[config.mk]
export PLATFORM = sky130hd
export DESIGN_NAME = ether_tx_arbiter
export DESIGN_NICKNAME = d
export VERILOG_FILES = /design/src/rtl/ether_pkg.sv /design/src/rtl/ether_rr_select.sv /design/src/rtl/ether_tx_arbiter.sv
export SDC_FILE = /design/constraint.sdc
export NUM_CORES = 1
export LEC_CHECK = 0
export BUFFER_PORTS_ARGS = -buffer_cell sky130_fd_sc_hd__clkbuf_2
export CAP_MARGIN = 20
export CORE_MARGIN = 4
export CORE_UTILIZATION = 55
export CTS_BUF_LIST = sky130_fd_sc_hd__clkbuf_4
export DETAILED_ROUTE_END_ITERATION = 8
export PLACE_DENSITY_LB_ADDON = 0.3
export SYNTH_ARGS = -nofsm -noshare
export SYNTH_HDL_FRONTEND = slang
export SYNTH_SLANG_ARGS = --single-unit
[constraint.sdc]
create_clock -name clk_125 -period 4.83 [get_ports clk_125]
set_input_delay 0.7245 -clock clk_125 [delete_from_list [all_inputs] [get_ports clk_125]]
set_output_delay 0.7245 -clock clk_125 [all_outputs]
set_load 0.01 [all_outputs]
[src/rtl/ether_pkg.sv]
// Shared Ethernet transmit definitions: arbiter state encoding, default limits
// and the GMII byte-lane payload type.
package ether_pkg;

    localparam int unsigned IFG_DEFAULT           = 12;
    localparam int unsigned MAX_LEN_DEFAULT       = 1526;
    localparam int unsigned START_TIMEOUT_DEFAULT = 64;
    localparam logic [7:0]  GMII_ERR_BYTE         = 8'h00;

    typedef enum logic [1:0] {
        ST_IDLE     = 2'd0,
        ST_WAIT_SOF = 2'd1,
        ST_XMIT     = 2'd2,
        ST_IFG      = 2'd3
    } arb_state_t;

    typedef struct packed {
        logic       en;
        logic       er;
        logic [7:0] data;
    } gmii_t;

endpackage

[src/rtl/ether_rr_select.sv]
// Combinational 2-way round-robin pick; prio names the winner on a tie.
module ether_rr_select (
    input  logic elig0,
    input  logic elig1,
    input  logic prio,
    output logic idx_c,
    output logic valid_c
);

    always_comb begin
        idx_c   = 1'b0;
        valid_c = elig0 | elig1;
        if (elig0 && elig1) begin
            idx_c = prio;
        end else if (elig1) begin
            idx_c = 1'b1;
        end
    end

endmodule

[src/rtl/ether_tx_arbiter.sv]
// Two-source GMII transmit arbiter: round-robin grant, inter-frame gap,
// oversize truncation with error propagation and unused-grant timeout.
module ether_tx_arbiter
    import ether_pkg::*;
#(
    parameter int unsigned IFG_CYCLES    = IFG_DEFAULT,
    parameter int unsigned MAX_LEN       = MAX_LEN_DEFAULT,
    parameter int unsigned START_TIMEOUT = START_TIMEOUT_DEFAULT
) (
    input  logic       clk_125,
    input  logic       rst,
    input  logic       req0,
    output logic       gnt0,
    input  logic       tx0_en,
    input  logic [7:0] tx0_data,
    input  logic       req1,
    output logic       gnt1,
    input  logic       tx1_en,
    input  logic [7:0] tx1_data,
    output logic       phy_tx_en,
    output logic       phy_tx_er,
    output logic [7:0] phy_tx_data,
    output logic       busy
);

    localparam int unsigned CNT_W = $clog2(MAX_LEN + 1);
    localparam int unsigned TMR_W = $clog2(START_TIMEOUT);
    localparam int unsigned IFG_W = $clog2(IFG_CYCLES + 1);

    arb_state_t       state, state_d;
    logic             owner, owner_d;
    logic             prio, prio_d;
    logic             gnt0_d, gnt1_d;
    logic [CNT_W-1:0] byte_cnt, byte_cnt_d;
    logic [TMR_W-1:0] timer, timer_d;
    logic [IFG_W-1:0] ifg_cnt, ifg_cnt_d;
    gmii_t            phy, phy_d;

    logic             own_req, own_en;
    logic [7:0]       own_data;
    logic             pick_idx, pick_valid;

    assign own_req  = owner ? req1     : req0;
    assign own_en   = owner ? tx1_en   : tx0_en;
    assign own_data = owner ? tx1_data : tx0_data;

    // A source already driving en is not eligible, so no frame starts mid-stream.
    ether_rr_select u_rr_select (
        .elig0   (req0 & ~tx0_en),
        .elig1   (req1 & ~tx1_en),
        .prio    (prio),
        .idx_c   (pick_idx),
        .valid_c (pick_valid)
    );

    always_comb begin
        state_d    = state;
        owner_d    = owner;
        prio_d     = prio;
        gnt0_d     = gnt0;
        gnt1_d     = gnt1;
        byte_cnt_d = byte_cnt;
        timer_d    = timer;
        ifg_cnt_d  = ifg_cnt;
        phy_d      = '0;

        case (state)
            ST_IDLE: begin
                if (pick_valid) begin
                    state_d = ST_WAIT_SOF;
                    owner_d = pick_idx;
                    gnt0_d  = ~pick_idx;
                    gnt1_d  = pick_idx;
                    timer_d = '0;
                end
            end

            ST_WAIT_SOF: begin
                if (own_en) begin
                    phy_d.en   = 1'b1;
                    phy_d.data = own_data;
                    byte_cnt_d = CNT_W'(1);
                    state_d    = ST_XMIT;
                end else if (!own_req || timer == TMR_W'(START_TIMEOUT - 1)) begin
                    // Nothing went out, so no gap is owed.
                    gnt0_d  = 1'b0;
                    gnt1_d  = 1'b0;
                    prio_d  = ~owner;
                    state_d = ST_IDLE;
                end else begin
                    timer_d = timer + TMR_W'(1);
                end
            end

            ST_XMIT: begin
                if (!own_en) begin
                    gnt0_d    = 1'b0;
                    gnt1_d    = 1'b0;
                    prio_d    = ~owner;
                    ifg_cnt_d = '0;
                    state_d   = ST_IFG;
                end else if (byte_cnt == CNT_W'(MAX_LEN)) begin
                    // Oversize: poison the frame with one error byte and cut it.
                    phy_d.en   = 1'b1;
                    phy_d.er   = 1'b1;
                    phy_d.data = GMII_ERR_BYTE;
                    gnt0_d     = 1'b0;
                    gnt1_d     = 1'b0;
                    prio_d     = ~owner;
                    ifg_cnt_d  = '0;
                    state_d    = ST_IFG;
                end else begin
                    phy_d.en   = 1'b1;
                    phy_d.data = own_data;
                    if (byte_cnt != '1) begin
                        byte_cnt_d = byte_cnt + CNT_W'(1);
                    end
                end
            end

            ST_IFG: begin
                if (ifg_cnt == IFG_W'(IFG_CYCLES - 1)) begin
                    state_d = ST_IDLE;
                end else begin
                    ifg_cnt_d = ifg_cnt + IFG_W'(1);
                end
            end

            default: state_d = ST_IDLE;
        endcase
    end

    always_ff @(posedge clk_125 or posedge rst) begin
        if (rst) begin
            state    <= ST_IDLE;
            owner    <= 1'b0;
            prio     <= 1'b0;
            gnt0     <= 1'b0;
            gnt1     <= 1'b0;
            byte_cnt <= '0;
            timer    <= '0;
            ifg_cnt  <= '0;
            phy      <= '0;
            busy     <= 1'b0;
        end else begin
            state    <= state_d;
            owner    <= owner_d;
            prio     <= prio_d;
            gnt0     <= gnt0_d;
            gnt1     <= gnt1_d;
            byte_cnt <= byte_cnt_d;
            timer    <= timer_d;
            ifg_cnt  <= ifg_cnt_d;
            phy      <= phy_d;
            busy     <= (state_d != ST_IDLE);
        end
    end

    assign phy_tx_en   = phy.en;
    assign phy_tx_er   = phy.er;
    assign phy_tx_data = phy.data;

endmodule

==> run metrics <==
Top FF cell, synth dfrtp_1; cells along the critical path inv_1 > ha_1 > or3b_4 > a211oi_2 > or2_2 > o221ai_1; vias in the first global route 1,909; Setup TNS 0 ns; Slew HR 40.7%; synthesized flop and latch total 38; setup violators final 0; crit-path max cell delay 0.69 ns; Slew Limit Fails 0; Clock Skews 0.0156 ns; Routed Antenna Nets 0; Post-synth EDFFs 0; Syn Nets 274; worst min path class in -> async; DRT Pass-1 Iters 4; FF-to-FF Start byte_cnt[0]; Die Wd 73.7 um; Reg clk slew, reported paths 0.13 ns; GRT overflow 0; Area after DPL 0.00257 mm^2; CTS tree done; Crit. End Element flop; post-synthesis cell area 0.00237 mm^2; number of DRC violations after detailed-routing iteration 0 118; R2R setup slack 2.38 ns; Root Driver clkbuf_4; Ys Warns 0; Yosys cell types 62; post_cts resized 0; routability congestion estimate 0.878; DRC viols 0; Area Overhead vs Synth 12.9%; Reg-to-Reg End byte_cnt[5]; Avg Synthesized Cell Area 9.80 um^2; Tmin final 2.45 ns; depth of the CTS H-tree 2; hold_buf cts 0; Final Hold Vio Count 0; Layout Nets 309; CP Max Fanout 14; core area 0.00409 mm^2; Final HPWL DP 3.71 mm; share of cells above drive strength 1 21.2%; initial core utilization 58.0%; I/O pin cnt 35; RSZ-0062 raised after global routing false; CTS buffer count 5; crit path kind reg -> reg; postcts setup bufs 0; post-DR wirelength/cell 15.3 um; TritonCTS Sinks 38; largest net degree at the start of global routing 39; Via density 6.16; std cell rows 23; crit path DAT 2.65 ns; die area 0.00543 mm^2; initial antenna violation count 0; slowest CP cell a211oi_2; Power, Total 1.37 mW; clk buf depth 2; reg2reg path depth 6; status completed; crit share post-route 50.7%; Diodes inserted 0; All-Layer GR Usage 20.5%; sequential share of the synthesized area 40.1%; clock latency on the worst-skew pair 0.36 ns; ys async rst share 100%; Mapped Cells 242; Peak VDD IR 0.000245 V; pwr dens 513 mW/mm^2; global-route wire length before repair 8.67 mm; Slew @ Worst Pin 0.885 ns; DRT Wirelength 5.03 mm; fmax 0.408 GHz; design area 0.00268 mm^2; startpoint types flop; leak pwr 1.23 nW; Die Y 73.7 um; input/output buffers 34; MaxCap Viol Count 0; Fill cells 342; Req. time, crit path 5.03 ns; Vias 2,019
power by group:
group	total, mW	internal (mW)	switching [mW]	leakage (nW)
Combinational	0.606	0.259	0.347	0.672
Clock	0.278	0.162	0.117	0.0554
Sequential	0.488	0.397	0.0913	0.506
Yosys cell counts, drive strengths merged, types with 2 or more instances:
cell / n / area, um^2
nor4: 8 / 56.3
o2bb2ai: 2 / 17.5
clkbuf: 3 / 11.3
o21ai: 10 / 50.0
nor2b: 2 / 12.5
nor3: 3 / 15.0
nand4b: 2 / 23.8
a211oi: 2 / 20.0
a21boi: 3 / 22.5
inv: 13 / 48.8
nand3b: 4 / 30.0
a21oi: 7 / 35.0
a21o: 2 / 15.0
and3: 5 / 31.3
nand2: 18 / 67.6
nand2b: 8 / 50.1
nand4: 3 / 18.8
ha: 10 / 125
mux2: 3 / 41.3
o211ai: 7 / 52.6
a31oi: 6 / 37.5
dfrtp: 38 / 951
buf: 4 / 28.8
or4: 2 / 15.0
a311oi: 2 / 23.8
o311ai: 3 / 43.8
mux2i: 20 / 204
nor2: 19 / 71.3
nand3: 8 / 40.0
a21bo: 2 / 20.0
o31ai: 2 / 15.0
or2: 2 / 12.5
per-stage QoR:
stage	instances	setup slack, ns	hold WS [ns]	util (%)
after floorplan	242	2.89	0.462	-
after global placement	320	2.45	0.490	62.9
after detailed placement	320	2.45	0.496	62.9
after CTS	328	2.41	0.455	65.5
after global routing	328	2.18	0.469	65.5
final	328	2.38	0.442	65.5
critical path, delay by kind of cell, from the launching register on:
kind / cells / cell delay, ns
adders and majority gates: 1 / 0.18
AOI/OAI and AO/OA: 2 / 0.83
DFF: 1 / 0.45
and+or+nand+nor: 2 / 0.68
buffers and inverters: 1 / 0.15
state kept, by name, indices dropped and copies added (netlist names):
signal       cells
gnt0             1
timer            6
state            2
prio             1
gnt1             1
phy_tx_er        1
busy             1
ifg_cnt          4
phy_tx_en        1
phy_tx_data      8
byte_cnt        11
owner            1
cell families after synthesis:
| group | Yosys count | share of synthesized area [%] |
|---|---|---|
| DFF | 38 | 40.1 |
| adders and majority gates | 10 | 5.28 |
| AOI/OAI and AO/OA | 62 | 20.2 |
| muxes | 23 | 10.3 |
| buffers and inverters | 21 | 3.91 |
| and+or+nand+nor | 88 | 20.2 |
how the worst max path moves through the flow:
stage / from / to / slack, ns / depth (start not counted)
global route: state[1] / byte_cnt[9] / 2.18 / 6
detailed placement: byte_cnt[0] / byte_cnt[5] / 2.45 / 6
floorplan: byte_cnt[0] / gnt0 / 2.89 / 6
CTS: byte_cnt[0] / byte_cnt[5] / 2.41 / 6
global placement: byte_cnt[0] / byte_cnt[5] / 2.45 / 6
finish: byte_cnt[0] / byte_cnt[5] / 2.38 / 6
per-layer routing:
layer	part of all wire (%)	vias up	GRT usage, %
met5	0	-	0
met4	1.3	0	5.63
met3	6.7	9	6.02
met2	45	58	31.3
met1	47	968	28.3
li1	-	984	-
area by class of cell:
class | count | area, um^2 | area share [%]
clock inverter | 3 | 68.8 | 2.57
multi-input combinational | 183 | 1330 | 49.6
clock buffer | 5 | 37.5 | 1.40
timing repair buffer | 35 | 178 | 6.64
tap | 50 | 62.6 | 2.34
sequential | 38 | 951 | 35.5
inverter | 14 | 52.6 | 1.96
placed cells by master, fill, tap and decap left out, drive strengths merged, types with 4 or more instances in the layout:
master,count
a21oi,7
nand3b,4
clkbuf,39
nand2b,8
mux2i,20
dfrtp,38
and3,5
o211ai,7
inv,13
nor2,19
nand3,8
nand2,18
ha,10
a31oi,6
o21ai,10
nor4,8
No activity file was read; power rests on OpenSTA's default activity.
